<file path="src/rtl/id_ex_stage.sv">
// ID/EX pipeline register with operand forwarding and load-use detection.
// Build option: define ID_EX_FWD_EN for EX/MEM and MEM/WB forwarding.
module id_ex_stage #(
  parameter int DATA_W = 32,
  parameter int REG_AW = 5
) (
  input  logic              clk,
  input  logic              rst_n,
  input  logic              id_valid,
  input  logic [REG_AW-1:0] id_rs_addr,
  input  logic [REG_AW-1:0] id_rt_addr,
  input  logic [REG_AW-1:0] id_rd_addr,
  input  logic [DATA_W-1:0] id_rs_data,
  input  logic [DATA_W-1:0] id_rt_data,
  input  logic [DATA_W-1:0] id_imm,
  input  logic [4:0]        id_shamt,
  input  logic [3:0]        id_ALU_ctrl,
  input  logic              id_alusrc,
  input  logic              id_uses_rt,
  input  logic              id_reg_write,
  input  logic              id_mem_read,
  input  logic              id_mem_write,
  input  logic              stall_in,
  input  logic              flush,
  input  logic              exmem_reg_write,
  input  logic [REG_AW-1:0] exmem_rd,
  input  logic [DATA_W-1:0] exmem_result,
  input  logic              memwb_reg_write,
  input  logic [REG_AW-1:0] memwb_rd,
  input  logic [DATA_W-1:0] memwb_result,
  output logic [3:0]        ALU_ctrl,
  output logic [DATA_W-1:0] a,
  output logic [DATA_W-1:0] b,
  output logic [4:0]        shamt,
  output logic              ex_valid,
  output logic [REG_AW-1:0] ex_rd,
  output logic              ex_reg_write,
  output logic              ex_mem_read,
  output logic              ex_mem_write,
  output logic [DATA_W-1:0] ex_store_data,
  output logic              load_use_stall
);

  typedef struct packed {
    logic              valid;
    logic [REG_AW-1:0] rs;
    logic [REG_AW-1:0] rt;
    logic [REG_AW-1:0] rd;
    logic [DATA_W-1:0] rs_data;
    logic [DATA_W-1:0] rt_data;
    logic [DATA_W-1:0] imm;
    logic [4:0]        shamt;
    logic [3:0]        alu_ctrl;
    logic              alusrc;
    logic              reg_write;
    logic              mem_read;
    logic              mem_write;
  } id_ex_t;

  id_ex_t q;
  id_ex_t d;

  logic [DATA_W-1:0] rs_fwd;
  logic [DATA_W-1:0] rt_fwd;
  logic              load_hit;
  logic              raw_hit;

  // True when a nonzero destination collides with a source the ID instruction reads.
  function automatic logic reads(input logic [REG_AW-1:0] r);
    return (r != '0) &&
           ((r == id_rs_addr) ||
            (id_uses_rt && (r == id_rt_addr)));
  endfunction

  // Bundle the decode-stage fields for capture.
  always_comb begin
    d           = '0;
    d.valid     = id_valid;
    d.rs        = id_rs_addr;
    d.rt        = id_rt_addr;
    d.rd        = id_rd_addr;
    d.rs_data   = id_rs_data;
    d.rt_data   = id_rt_data;
    d.imm       = id_imm;
    d.shamt     = id_shamt;
    d.alu_ctrl  = id_ALU_ctrl;
    d.alusrc    = id_alusrc;
    d.reg_write = id_reg_write;
    d.mem_read  = id_mem_read;
    d.mem_write = id_mem_write;
  end

  // Pipeline register: reset > flush > hold > load-use bubble > capture.
  always_ff @(posedge clk) begin
    if (!rst_n) begin
      q <= '0;
    end else if (flush) begin
      q <= '0;
    end else if (stall_in) begin
      q <= q;
    end else if (load_use_stall) begin
      q <= '0;
    end else begin
      q <= d;
    end
  end

  assign load_hit = id_valid & q.valid & q.mem_read & reads(q.rd);

`ifdef ID_EX_FWD_EN
  logic ex_hit_rs;
  logic wb_hit_rs;
  logic ex_hit_rt;
  logic wb_hit_rt;

  assign ex_hit_rs = exmem_reg_write && (exmem_rd != '0) &&
                     (exmem_rd == q.rs);
  assign wb_hit_rs = memwb_reg_write && (memwb_rd != '0) &&
                     (memwb_rd == q.rs) && !ex_hit_rs;
  assign ex_hit_rt = exmem_reg_write && (exmem_rd != '0) &&
                     (exmem_rd == q.rt);
  assign wb_hit_rt = memwb_reg_write && (memwb_rd != '0) &&
                     (memwb_rd == q.rt) && !ex_hit_rt;

  // rs operand: youngest matching producer wins.
  always_comb begin
    rs_fwd = q.rs_data;
    unique case (1'b1)
      ex_hit_rs: rs_fwd = exmem_result;
      wb_hit_rs: rs_fwd = memwb_result;
      default:   rs_fwd = q.rs_data;
    endcase
  end

  // rt operand: youngest matching producer wins.
  always_comb begin
    rt_fwd = q.rt_data;
    unique case (1'b1)
      ex_hit_rt: rt_fwd = exmem_result;
      wb_hit_rt: rt_fwd = memwb_result;
      default:   rt_fwd = q.rt_data;
    endcase
  end

  assign raw_hit = 1'b0;
`else
  logic unused_fwd;

  // No bypass paths; every in-flight RAW hazard stalls instead.
  assign rs_fwd     = q.rs_data;
  assign rt_fwd     = q.rt_data;
  assign unused_fwd = ^{exmem_result, memwb_result};
  assign raw_hit    = id_valid &
                      ((q.valid & q.reg_write & reads(q.rd)) |
                       (exmem_reg_write & reads(exmem_rd)) |
                       (memwb_reg_write & reads(memwb_rd)));
`endif

  assign load_use_stall = load_hit | raw_hit;

  assign ALU_ctrl      = q.alu_ctrl;
  assign a             = rs_fwd;
  assign b             = q.alusrc ? q.imm : rt_fwd;
  assign shamt         = q.shamt;
  assign ex_valid      = q.valid;
  assign ex_rd         = q.rd;
  assign ex_reg_write  = q.reg_write;
  assign ex_mem_read   = q.mem_read;
  assign ex_mem_write  = q.mem_write;
  assign ex_store_data = rt_fwd;

endmodule

</file>
<file path="config.mk">
export PLATFORM = sky130hd
export DESIGN_NAME = id_ex_stage
export DESIGN_NICKNAME = d
export VERILOG_FILES = /design/src/rtl/id_ex_stage.sv
export SDC_FILE = /design/constraint.sdc
export NUM_CORES = 1
export LEC_CHECK = 0
export BUFFER_PORTS_ARGS = -buffer_cell sky130_fd_sc_hd__buf_2
export CAP_MARGIN = 40
export CORE_AREA = 4 4 123 125
export DETAILED_ROUTE_END_ITERATION = 8
export DIE_AREA = 0 0 127 129
export GPL_TIMING_DRIVEN = 0
export PLACE_DENSITY = 0.65
export REMOVE_ABC_BUFFERS = 1
export SYNTH_ARGS = -nofsm -noshare
export SYNTH_HDL_FRONTEND = slang
export SYNTH_SLANG_ARGS = --single-unit
export TNS_END_PERCENT = 50
</file>
<file path="constraint.sdc">
create_clock -name clk -period 2.7 [get_ports clk]
set_clock_uncertainty 0.1 [all_clocks]
set_input_delay 0.27 -clock clk [delete_from_list [all_inputs] [get_ports clk]]
set_output_delay 0.27 -clock clk [all_outputs]
set_load 0.05 [all_outputs]
</file>
# Word-level counts from Yosys, hierarchy flattened
# Cells that the tools add are included.
# classes
n_eq_ne	6
muxes	2
bitwise_logic	12
reduce_logical	13
# op_table
cell	n
2-to-1 mux 125 bit	1
2-to-1 mux 32 bit	1
equality test 5 bit	6
nonzero test 5 bit	3
AND 1 bit	8
logical AND 1 bit	6
logical OR 1 bit	3
bitwise OR 1 bit	3
OR reduction 2 bit	1
NOT 1 bit	1
# totals
regBits	115
in_bits	206
out_inout_bits	115
wordCells	44

# Depth between registers and ports, before layout
# logic_depth
ltp_word	10
ltp_mapped	8
mapped_depth_nobuf	6

# Worst setup path after synthesis
# Ideal clock, no wire load.
# synth_path
path_kind	register -> register
start	register q, in the netlist ex_rd[0]
end	register q[17] (netlist name)
setup_time_ns	0.059
arrival_ns	1.876
required_ns	2.541
slack_ns	0.666
path_stages_with_launch	8
path_buffers	2
synth_period_minus_slack_ns	2.034
cell_sequence	dfxtp_1 or4_1 o221ai_1 o22ai_1 o31ai_4 buf_4 buf_4 a22o_1
# synth_via
elab_chain_cells	10
elab_cells_between_ends	13
cone_classes	2 x eq/ne; 1 x mux; 6 x bitwise; 4 x reduce/logical
# synth_lines
element	line	text
start, declared	60	id_ex_t q;
start signal, assigned	100	q <= q;
equality test 5 bit	72	(id_uses_rt && (r == id_rt_addr)));
logical AND 1 bit	72	
logical OR 1 bit	71	((r == id_rs_addr) ||
logical AND 1 bit (*)	70	return (r != '0) &&
AND 1 bit	154	((q.valid & q.reg_write & reads(q.rd)) |
bitwise OR 1 bit	154	
bitwise OR 1 bit	155	(exmem_reg_write & reads(exmem_rd)) |
AND 1 bit	153	assign raw_hit = id_valid &
bitwise OR 1 bit (*)	159	assign load_use_stall = load_hit | raw_hit;
2-to-1 mux 125 bit (*)	101	end else if (load_use_stall) begin
# Every way passes the cells marked *; elsewhere a longest branch is shown, timed or not.
# A chain may end at the register's enable or synchronous reset.

# Worst setup path after layout
# layout_path
start	register q, in the netlist ex_rd[3]
end	output load_use_stall
# layout_via
elab_chain_cells	9
elab_cells_between_ends	12
cone_classes	2 x eq/ne; 6 x bitwise; 4 x reduce/logical
# layout_lines
element	line	text
equality test 5 bit	72	
logical AND 1 bit	72	
logical OR 1 bit	71	
logical AND 1 bit (*)	70	
AND 1 bit	154	
bitwise OR 1 bit	154	
bitwise OR 1 bit	155	
AND 1 bit	153	
bitwise OR 1 bit (*)	159	
end, declared	41	output logic load_use_stall
# Marks and branches as above.

==> results.cfg <==
[global_routing]
grt_usage_pct = 17.4
grt_overflow_total = 0
busiest_layer = met2
first_global_vias = 4660
grt_max_degree = 71
grt_pass1_wl_um = 22900
antenna_found_initial = 0
gr-usage-met3_pct = 6.02
grt_util_met1_pct = 18.9
use_met2_pct = 30.8

[logic_synthesis]
synth-edff-count = 0
syn_area_per_cell_um2 = 11.4
synth_area_leader_cell = dfxtp_1
synthDistinctLibCells = 25
synth_top_area_share_pct = 47.6
postSynth.asyncResetShare_pct = 0
syn_inst = 426
synthFlopType = dfxtp_1
synth_seq_cells = 115
synthesis.area_mm2 = 0.00484
ys_seq_area_share_pct = 47.6
netlist_top_cells_area = dfxtp_1, a22o_1, buf_4
synth_common_cells = a22o_1, dfxtp_1, buf_4
yosys_warnings = 0

[cells_and_area]
area_delta_synth_final_pct = 54.2
seq_area_mm2 = 0.00230
drive_gt1_share_pct = 45.7
fin_cells = 905
fillers = 1135
fin_util_pct = 53.8
antennaDiodeCount = 0
multiInputGateArea_mm2 = 0.00183
layout.nets = 920

[die]
num_rows = 43
io_pins = 321
die_w_um = 127
die_area_mm2 = 0.0164
design.core.area_mm2 = 0.0139
initial_core_util_pct = 34.9
fp.dieH_um = 129

[routing]
antenna_left = 0
vias_per_cell = 4.82
drc_errors = 0
firstDrtPassIters = 4
vias = 4358
post_drt_wl_per_cell_um = 16.3
totalWireLength_um = 14700
drt_iter0_drc = 142

[hold_path]
holdPathStages = 2
whs_endpoint = ex_rd[0]$_SDFFE_PP0N_
min_path_type = primary input to register
holdCritStartpoint = id_rd_addr[0]

[setup_path]
cp-start-kind = register
cp-end-kind = output pin
cp_max_fo = 5
reg2regPathDepth = 8
r2r_slack_ns = 0.25
required_ns = 2.33
rr_startpoint = ex_rd[0]$_SDFFE_PP0N_
cp_data_arrival_time_ns = 2.09
r2r-end = a[10]$_SDFFE_PP0N_
crit_type = register to output pin

[timing]
hold_viol = 0
min_period_ns = 2.46
clock.fmax_mhz = 407
worst_slack_ns = 0.242
slew_violations = 0
finalSetupViolCount = 0
rsz0062_at_grt = no
fin_crit_sh_pct = 91.0
tightest_slew_ns = 0.536
relSlewSlack_pct = 64.3
fin_hold_ws_ns = 0.0184

[clock_network]
clk_pin_slew_ns = 0.05
cts_tree = done
clock_latency_ns = 0.39
clockRootBuffer = clkbuf_16
cts.sinks = 115
cts_max_path_buffers = 2
h-tree-depth = 4
numCtsBuffers = 17

[placement]
port_buffers = 256
dp_slack_ns = -0.125
dp.cells = 762
dp_hpwl_um = 9360
gp_congestion = 0.859

[pwr]
p_leak_nw = 3.66
power_density_mw_per_mm2 = 657
peakVddDrop_v = 0.000456

[status]
outcome = complete, no violations

[job]
maxCapViolations = 0
## critical path: stages (launching register included)
cell and delay, ns:
dfxtp_1 0.36, xor2_1 0.20, nor4_2 0.31, a32oi_1 0.16
o22ai_2 0.24, o21a_1 0.16, buf_2 0.26
## where the power goes
group | total (W) | switching [W] | internal, W
Clock | 0.00214 | 0.000746 | 0.00139
Sequential | 0.00185 | 0.0000570 | 0.00179
Combinational | 0.000923 | 0.000551 | 0.000372
## area by class of cell
| type | instances | area share [%] |
|---|---|---|
| Timing Repair Buffer | 376 | 34.1 |
| Sequential cell | 115 | 30.9 |
| Multi-Input combinational cell | 204 | 24.5 |
| Clock buffer | 21 | 6.17 |
| Tap cell | 180 | 3.02 |
| Clock inverter | 9 | 1.44 |
## per-stage QoR
| stage | cell area [um2] | setup TNS, ns | total power [W] |
|---|---|---|---|
| global placement | 5620 | -248.77 | 0.00263 |
| finish | 7460 | 0 | 0.00491 |
| CTS | 7450 | 0 | 0.00494 |
| floorplan | 4110 | -149.63 | 0.00238 |
| detailed placement | 5760 | -2.60 | 0.00266 |
| global route | 7460 | 0 | 0.00509 |
## layer usage
| metal | part of all wire (%) | vias up |
|---|---|---|
| met1 | 39 | 2061 |
| met4 | 2.8 | 0 |
| met2 | 51 | 191 |
| met3 | 7.2 | 35 |
| li1 | - | 2071 |
| met5 | 0 | - |
## how the worst max path moves through the flow
stage | endpoint | start | slack [ns]
finish | load_use_stall | ex_rd[3]$_SDFFE_PP0N_ | 0.24
global route | load_use_stall | ex_rd[3]$_SDFFE_PP0N_ | 0.06
CTS | load_use_stall | ex_rd[3]$_SDFFE_PP0N_ | 0.11
detailed placement | ex_store_data[14]$_SDFFE_PP0N_ | ex_rd[0]$_SDFFE_PP0N_ | -0.12
global placement | ex_store_data[0]$_SDFFE_PP0N_ | memwb_rd[1] | -2.18
floorplan | ALU_ctrl[0]$_SDFFE_PP0N_ | ex_rd[0]$_SDFFE_PP0N_ | -1.31
## registers in the layout (all words and copies together) (netlist names)
register,cells
ALU_ctrl,4
ex_store_data,32
shamt,5
a,32
ex_reg_write,1
ex_valid,1
ex_mem_write,1
ex_mem_read,1
q,33
ex_rd,5
## cell usage in the layout, fill, tap and decap left out, drive strengths merged, types with 2 or more instances in the layout
master	count
nand3	2
clkbuf	21
nor2	2
a22o	115
clkinvlp	2
a32oi	2
buf	265
nor3	4
nor4	3
dlygate4sd3	111
mux2	32
xnor2	5
clkinv	5
o21ai	2
xor2	25
bufinv	2
dfxtp	115
or4	3
## timing repair
action	4_1_cts	5_1_grt
hold endpoints to repair	111	0
resized for setup	0	2
buffers inserted	2	0
pin swaps	1	0
hold buffers	111	0
endpoints found under the setup margin	24	1
cloned	0	0
## logic make-up after synthesis
group / count (synthesis) / synth area share (%)
simple gates: 18 / 2.15
flops: 115 / 47.6
mux: 32 / 7.45
xor+xnor: 30 / 5.43
buf+inv: 107 / 15.0
compound gates: 124 / 22.4
(Power assumes the default switching activity.)
